`config.mk`:
```
export PLATFORM = sky130hd
export DESIGN_NAME = ped_request_ctrl
export DESIGN_NICKNAME = d
export VERILOG_FILES = /design/src/rtl/traffic_pkg.sv /design/src/rtl/btn_debounce.sv /design/src/rtl/ped_request_ctrl.sv
export SDC_FILE = /design/constraint.sdc
export NUM_CORES = 1
export LEC_CHECK = 0
export BUFFER_PORTS_ARGS = -buffer_cell sky130_fd_sc_hd__buf_2
export CAP_MARGIN = 20
export CELL_PAD_IN_SITES_DETAIL_PLACEMENT = 1
export CELL_PAD_IN_SITES_GLOBAL_PLACEMENT = 1
export CORE_AREA = 3 3 40 42
export DETAILED_ROUTE_END_ITERATION = 10
export DIE_AREA = 0 0 43 45
export GPL_TIMING_DRIVEN = 0
export PLACE_DENSITY = 0.65
export SYNTH_ARGS = -nofsm -noshare
export SYNTH_HDL_FRONTEND = slang
export SYNTH_SLANG_ARGS = --single-unit
export TNS_END_PERCENT = 20
```
`constraint.sdc`:
```
create_clock -name clk -period 1.6 [get_ports clk]
set_input_delay 0.32 -clock clk [delete_from_list [all_inputs] [get_ports clk]]
set_output_delay 0.32 -clock clk [all_outputs]
set_load 0.005 [all_outputs]
```
`src/rtl/traffic_pkg.sv`:
```
// ============================================================================
// Module   : traffic_pkg
// Purpose  : Shared types and default constants for the traffic-light panel
//            front-end blocks (pedestrian request, button debounce).
// Revision : 1.0 - initial release
// ============================================================================
`default_nettype none

package traffic_pkg;

    // Debounce FSM states. Encoding is fixed at 2 bits.
    typedef enum logic [1:0] {
        DB_IDLE     = 2'd0,
        DB_CHECK_HI = 2'd1,
        DB_HELD     = 2'd2,
        DB_CHECK_LO = 2'd3
    } db_state_t;

    localparam int PED_DEBOUNCE_DEFAULT = 16;
    localparam int PED_LOCKOUT_DEFAULT  = 64;

endpackage

`default_nettype wire

```
`src/rtl/btn_debounce.sv`:
```
// ============================================================================
// Module   : btn_debounce
// Purpose  : Two-flop synchronizer plus press/release debounce FSM for a raw
//            panel push-button. Emits a single-cycle press_accept per
//            debounced press; a new press needs a debounced release first.
// Revision : 1.0 - initial release
// ============================================================================
`default_nettype none

module btn_debounce
    import traffic_pkg::*;
#(
    parameter int DEBOUNCE_CYCLES = PED_DEBOUNCE_DEFAULT
) (
    input  logic clk,
    input  logic reset,
    input  logic button,
    output logic press_accept
);

    localparam int              CNT_W    = $clog2(DEBOUNCE_CYCLES);
    localparam logic [CNT_W-1:0] CNT_LAST = CNT_W'(DEBOUNCE_CYCLES - 1);
    localparam logic [CNT_W-1:0] CNT_ONE  = CNT_W'(1);

    // Counter width collapses below two cycles, so refuse such builds.
    if (DEBOUNCE_CYCLES < 2) begin : g_bad_debounce
        $error("btn_debounce: DEBOUNCE_CYCLES must be >= 2");
    end

    logic             sync_meta;
    logic             btn_sync;
    db_state_t        state;
    db_state_t        state_next;
    logic [CNT_W-1:0] db_cnt;
    logic [CNT_W-1:0] cnt_next;

    // Bring the asynchronous button level into the clock domain.
    always_ff @(posedge clk or posedge reset) begin
        if (reset) begin
            sync_meta <= 1'b0;
            btn_sync  <= 1'b0;
        end else begin
            sync_meta <= button;
            btn_sync  <= sync_meta;
        end
    end

    // Debounce state and stability counter registers.
    always_ff @(posedge clk or posedge reset) begin
        if (reset) begin
            state  <= DB_IDLE;
            db_cnt <= '0;
        end else begin
            state  <= state_next;
            db_cnt <= cnt_next;
        end
    end

    // Next-state logic: count consecutive stable samples in each direction.
    always_comb begin
        state_next   = state;
        cnt_next     = db_cnt;
        press_accept = 1'b0;
        case (state)
            DB_IDLE: begin
                if (btn_sync) begin
                    state_next = DB_CHECK_HI;
                    cnt_next   = '0;
                end
            end
            DB_CHECK_HI: begin
                if (!btn_sync) begin
                    state_next = DB_IDLE;
                end else if (db_cnt == CNT_LAST) begin
                    state_next   = DB_HELD;
                    press_accept = 1'b1;
                end else begin
                    cnt_next = db_cnt + CNT_ONE;
                end
            end
            DB_HELD: begin
                if (!btn_sync) begin
                    state_next = DB_CHECK_LO;
                    cnt_next   = '0;
                end
            end
            DB_CHECK_LO: begin
                if (btn_sync) begin
                    state_next = DB_HELD;
                end else if (db_cnt == CNT_LAST) begin
                    state_next = DB_IDLE;
                end else begin
                    cnt_next = db_cnt + CNT_ONE;
                end
            end
            default: begin
                state_next = DB_IDLE;
                cnt_next   = '0;
            end
        endcase
    end

endmodule

`default_nettype wire

```
`src/rtl/ped_request_ctrl.sv`:
```
// ============================================================================
// Module   : ped_request_ctrl
// Purpose  : Pedestrian request front-end. Debounces the crosswalk button,
//            latches one request until the controller reports PED service,
//            and pulses pedToggle once per newly latched request.
// Config   : define PED_LOCKOUT_EN to discard presses for LOCKOUT_CYCLES
//            after each pedServed pulse.
// Revision : 1.0 - initial release
// ============================================================================
`default_nettype none

module ped_request_ctrl
    import traffic_pkg::*;
#(
    parameter int DEBOUNCE_CYCLES = PED_DEBOUNCE_DEFAULT,
    parameter int LOCKOUT_CYCLES  = PED_LOCKOUT_DEFAULT
) (
    input  logic clk,
    input  logic reset,
    input  logic pedButton,
    input  logic pedServed,
    output logic pedToggle,
    output logic pedRequest,
    output logic waitLight
);

    if (LOCKOUT_CYCLES < 1) begin : g_bad_lockout
        $error("ped_request_ctrl: LOCKOUT_CYCLES must be >= 1");
    end

    logic press_accept;
    logic locked;
    logic set_req;

    btn_debounce #(
        .DEBOUNCE_CYCLES(DEBOUNCE_CYCLES)
    ) u_debounce (
        .clk          (clk),
        .reset        (reset),
        .button       (pedButton),
        .press_accept (press_accept)
    );

`ifdef PED_LOCKOUT_EN
    localparam int              LOCK_W   = $clog2(LOCKOUT_CYCLES + 1);
    localparam logic [LOCK_W-1:0] LOCK_LOAD = LOCK_W'(LOCKOUT_CYCLES);
    localparam logic [LOCK_W-1:0] LOCK_ONE  = LOCK_W'(1);

    logic [LOCK_W-1:0] lock_cnt;

    // Post-service lockout window; reloads on every service pulse.
    always_ff @(posedge clk or posedge reset) begin
        if (reset) begin
            lock_cnt <= '0;
        end else if (pedServed) begin
            lock_cnt <= LOCK_LOAD;
        end else if (lock_cnt != '0) begin
            lock_cnt <= lock_cnt - LOCK_ONE;
        end
    end

    assign locked = (lock_cnt != '0);
`else
    assign locked = 1'b0;
`endif

    // A press only latches a fresh request; service in the same cycle absorbs it.
    assign set_req = press_accept && !locked && !pedServed && !pedRequest;

    // Request latch with clear priority, and the 0->1 toggle pulse.
    always_ff @(posedge clk or posedge reset) begin
        if (reset) begin
            pedRequest <= 1'b0;
            pedToggle  <= 1'b0;
        end else begin
            if (pedServed) begin
                pedRequest <= 1'b0;
            end else if (set_req) begin
                pedRequest <= 1'b1;
            end
            pedToggle <= set_req;
        end
    end

    assign waitLight = pedRequest;

endmodule

`default_nettype wire

```
==> metrics.csv <==
metric,value,unit
Pre-antenna DRT Iters,1,
Max VDD drop,0.000397,V
unrepaired setup endpoints after global routing,false,
sequential share of the synthesized area,0.576,
initial antenna violation count,0,
vias in the first global route,361,
Ant. Diodes,0,
Synth cell types,17,
flop2flop setup slack,0.16,ns
CTS resizes,0,
worst slew pin tran,0.382,ns
dpl ws,0.126,ns
Iter 0 DRT Violations,0,
Pleak,0.279,nW
Worst Path Required,1.78,ns
Core ar.,0.00128,mm²
antenna-violating nets left,0,
Die Span Y,45,µm
final wirelength,820,µm
Mapped Avg Cell Area,11.7,µm²
final hold violation count,0,
Post-Syn Instances,37,
Max clock buf depth,2,
Tmin final,1.44,ns
I/O Buffers,6,
Row Count,13,
HP Class,input pin to asynchronous set/reset pin,
final setup vio count,0,
FF-to-FF End,pedRequest,
crit path capture type,flop,
period utilization,0.898,
Vias,309,
share of layout cells above drive strength 1,0.354,
worst setup path category,flop to flop,
DRC viols,0,
routability congestion estimate,0.701,
cell area after synthesis,434,µm²
largest net degree at the start of global routing,11,
maximum clock frequency,0.696,GHz
Max Slew Vio Count,0,
H-tree Lvls,1,
yosys warns,0,
run status,"finished, final reports clean",
Seq cells post-synth,10,
final global-route overflow total,0,
Num CTS Buffers,3,
pwr/cell area,999,mW/mm²
# IOs,7,
Fin Setup TNS,0,ns
DP HPWL,653,µm
setup ws final,0.162,ns
CTS tree,built,
Critical Path AT,1.62,ns
Slew headroom,0.745,
post-synth net total,42,
Worst-path clk slew,0.06,ns
CP Max Fanout,5,
Max-Cap Viols,0,
Layout fillers,154,
die area,0.00194,mm²
drt via density,4.90,
clk root buf,clkbuf_4,
Sink Count,10,
Area Overhead vs Synth,19.9,%
Worst-Skew Late Latency,0.26,ns
skew final,0.000949,ns
first-pass GRT wire length,1460,µm
gr usage total,0.106,
Final #Nets,55,
Initial Utilization,0.338,
reg2reg path depth,4,
worst r2r src,u_debounce.db_cnt[0],
wire per inst,13.0,µm
die width,43,µm
Setup crit start kind,flop,
[worst max-delay path by stage]
| stage | startpoint | end | slack, ns | depth (start not counted) |
|---|---|---|---|---|
| after floorplan | u_debounce.db_cnt[0] | pedRequest | 0.30 | 4 |
| after global placement | u_debounce.db_cnt[0] | pedRequest | 0.20 | 4 |
| after detailed placement | u_debounce.db_cnt[0] | pedRequest | 0.13 | 4 |
| after CTS | u_debounce.db_cnt[0] | pedRequest | 0.11 | 4 |
| after global routing | u_debounce.db_cnt[0] | pedRequest | 0.02 | 4 |
| final | u_debounce.db_cnt[0] | pedRequest | 0.16 | 4 |
[Yosys cell counts]
library cell	count	share of area
dfrtp_1	10	0.58
a21oi_1	4	0.046
inv_1	4	0.035
nand2_1	3	0.026
mux2_2	2	0.052
nand4_1	2	0.029
or3b_1	2	0.040
a21bo_2	1	0.023
and3_1	1	0.014
buf_4	1	0.017
ha_1	1	0.029
nand4_2	1	0.029
nor2_1	1	0.0086
nor2b_1	1	0.014
nor3_1	1	0.012
o21ai_0	1	0.012
xor2_2	1	0.037
[metrics by stage]
| step | cell area [µm²] | instances | util | hold slack (ns) | power [mW] |
|---|---|---|---|---|---|
| floorplan | 434 | 37 | - | 0.160 | 0.333 |
| global placement | 483 | 58 | 0.376 | 0.301 | 0.344 |
| detailed placement | 483 | 58 | 0.376 | 0.317 | 0.353 |
| CTS | 505 | 61 | 0.393 | 0.0409 | 0.517 |
| global route | 520 | 63 | 0.405 | 0.0528 | 0.554 |
| finish | 520 | 63 | 0.405 | 0.0271 | 0.520 |
[final cells by class]
type                    count  area, µm²  area share
inverters                   4       15.0      0.0288
plain buffers               1       7.51      0.0144
multi-input cells          22        161       0.310
repair buffers              8       45.0      0.0865
flip-flops and latches     10        250       0.481
clock buffers               3       22.5      0.0433
well taps                  15       18.8      0.0361
[layout by cell type (no fill, tap or decap), drive strengths merged]
cell    synthesis  layout
and3            1       1
buf             1       9
nand2           3       3
ha              1       1
mux2            2       2
inv             4       4
nor2            1       1
o21ai           1       1
nor3            1       1
or3b            2       2
clkbuf          0       3
nand4           3       3
a21oi           4       4
dfrtp          10      10
a21bo           1       1
xor2            1       1
nor2b           1       1
[report_power, final]
part / switching [mW] / total [mW] / internal [mW] / leakage, nW
Sequential: 0.0208 / 0.294 / 0.274 / 0.130
Combinational: 0.0281 / 0.0620 / 0.0340 / 0.135
Clock: 0.0772 / 0.164 / 0.0865 / 0.0138
Total: 0.126 / 0.520 / 0.394 / 0.279
[worst max-delay path, cell delays in order (launching register included)]
cell,delay (ns)
dfrtp_1,0.38
ha_1,0.21
nand4_2,0.17
or3b_1,0.44
a21oi_1,0.16
[timing repair]
| action | 4_1_cts | 5_1_grt |
|---|---|---|
| setup endpoints to repair | 0 | 1 |
| endpoints found under the hold margin | 0 | 0 |
| buffers inserted | 0 | 2 |
| hold buffers | 0 | 0 |
[cells by family after synthesis]
logic type	count (synthesis)	share of synthesized area
buf+inv	5	0.0519
fa+ha+maj	1	0.0288
flops	10	0.576
compound gates	6	0.0807
xor+xnor	1	0.0375
mux	2	0.0519
simple gates	12	0.173
[registers in the layout (all words and copies together), names as in the netlist, named ones only]
register	flops
pedRequest	1
u_debounce.btn_sync	1
u_debounce.sync_meta	1
u_debounce.db_cnt	4
u_debounce.state	1
pedToggle	1
[per-layer routing]
layer,wire length (µm),GRT usage,part of all wire,vias up
met5,0,0,0,-
met4,6,0.0542,0.0073,0
met1,309,0.0960,0.38,154
li1,-,-,-,147
met2,468,0.207,0.57,6
met3,36,0.0359,0.044,2
(Power assumes the default switching activity.)
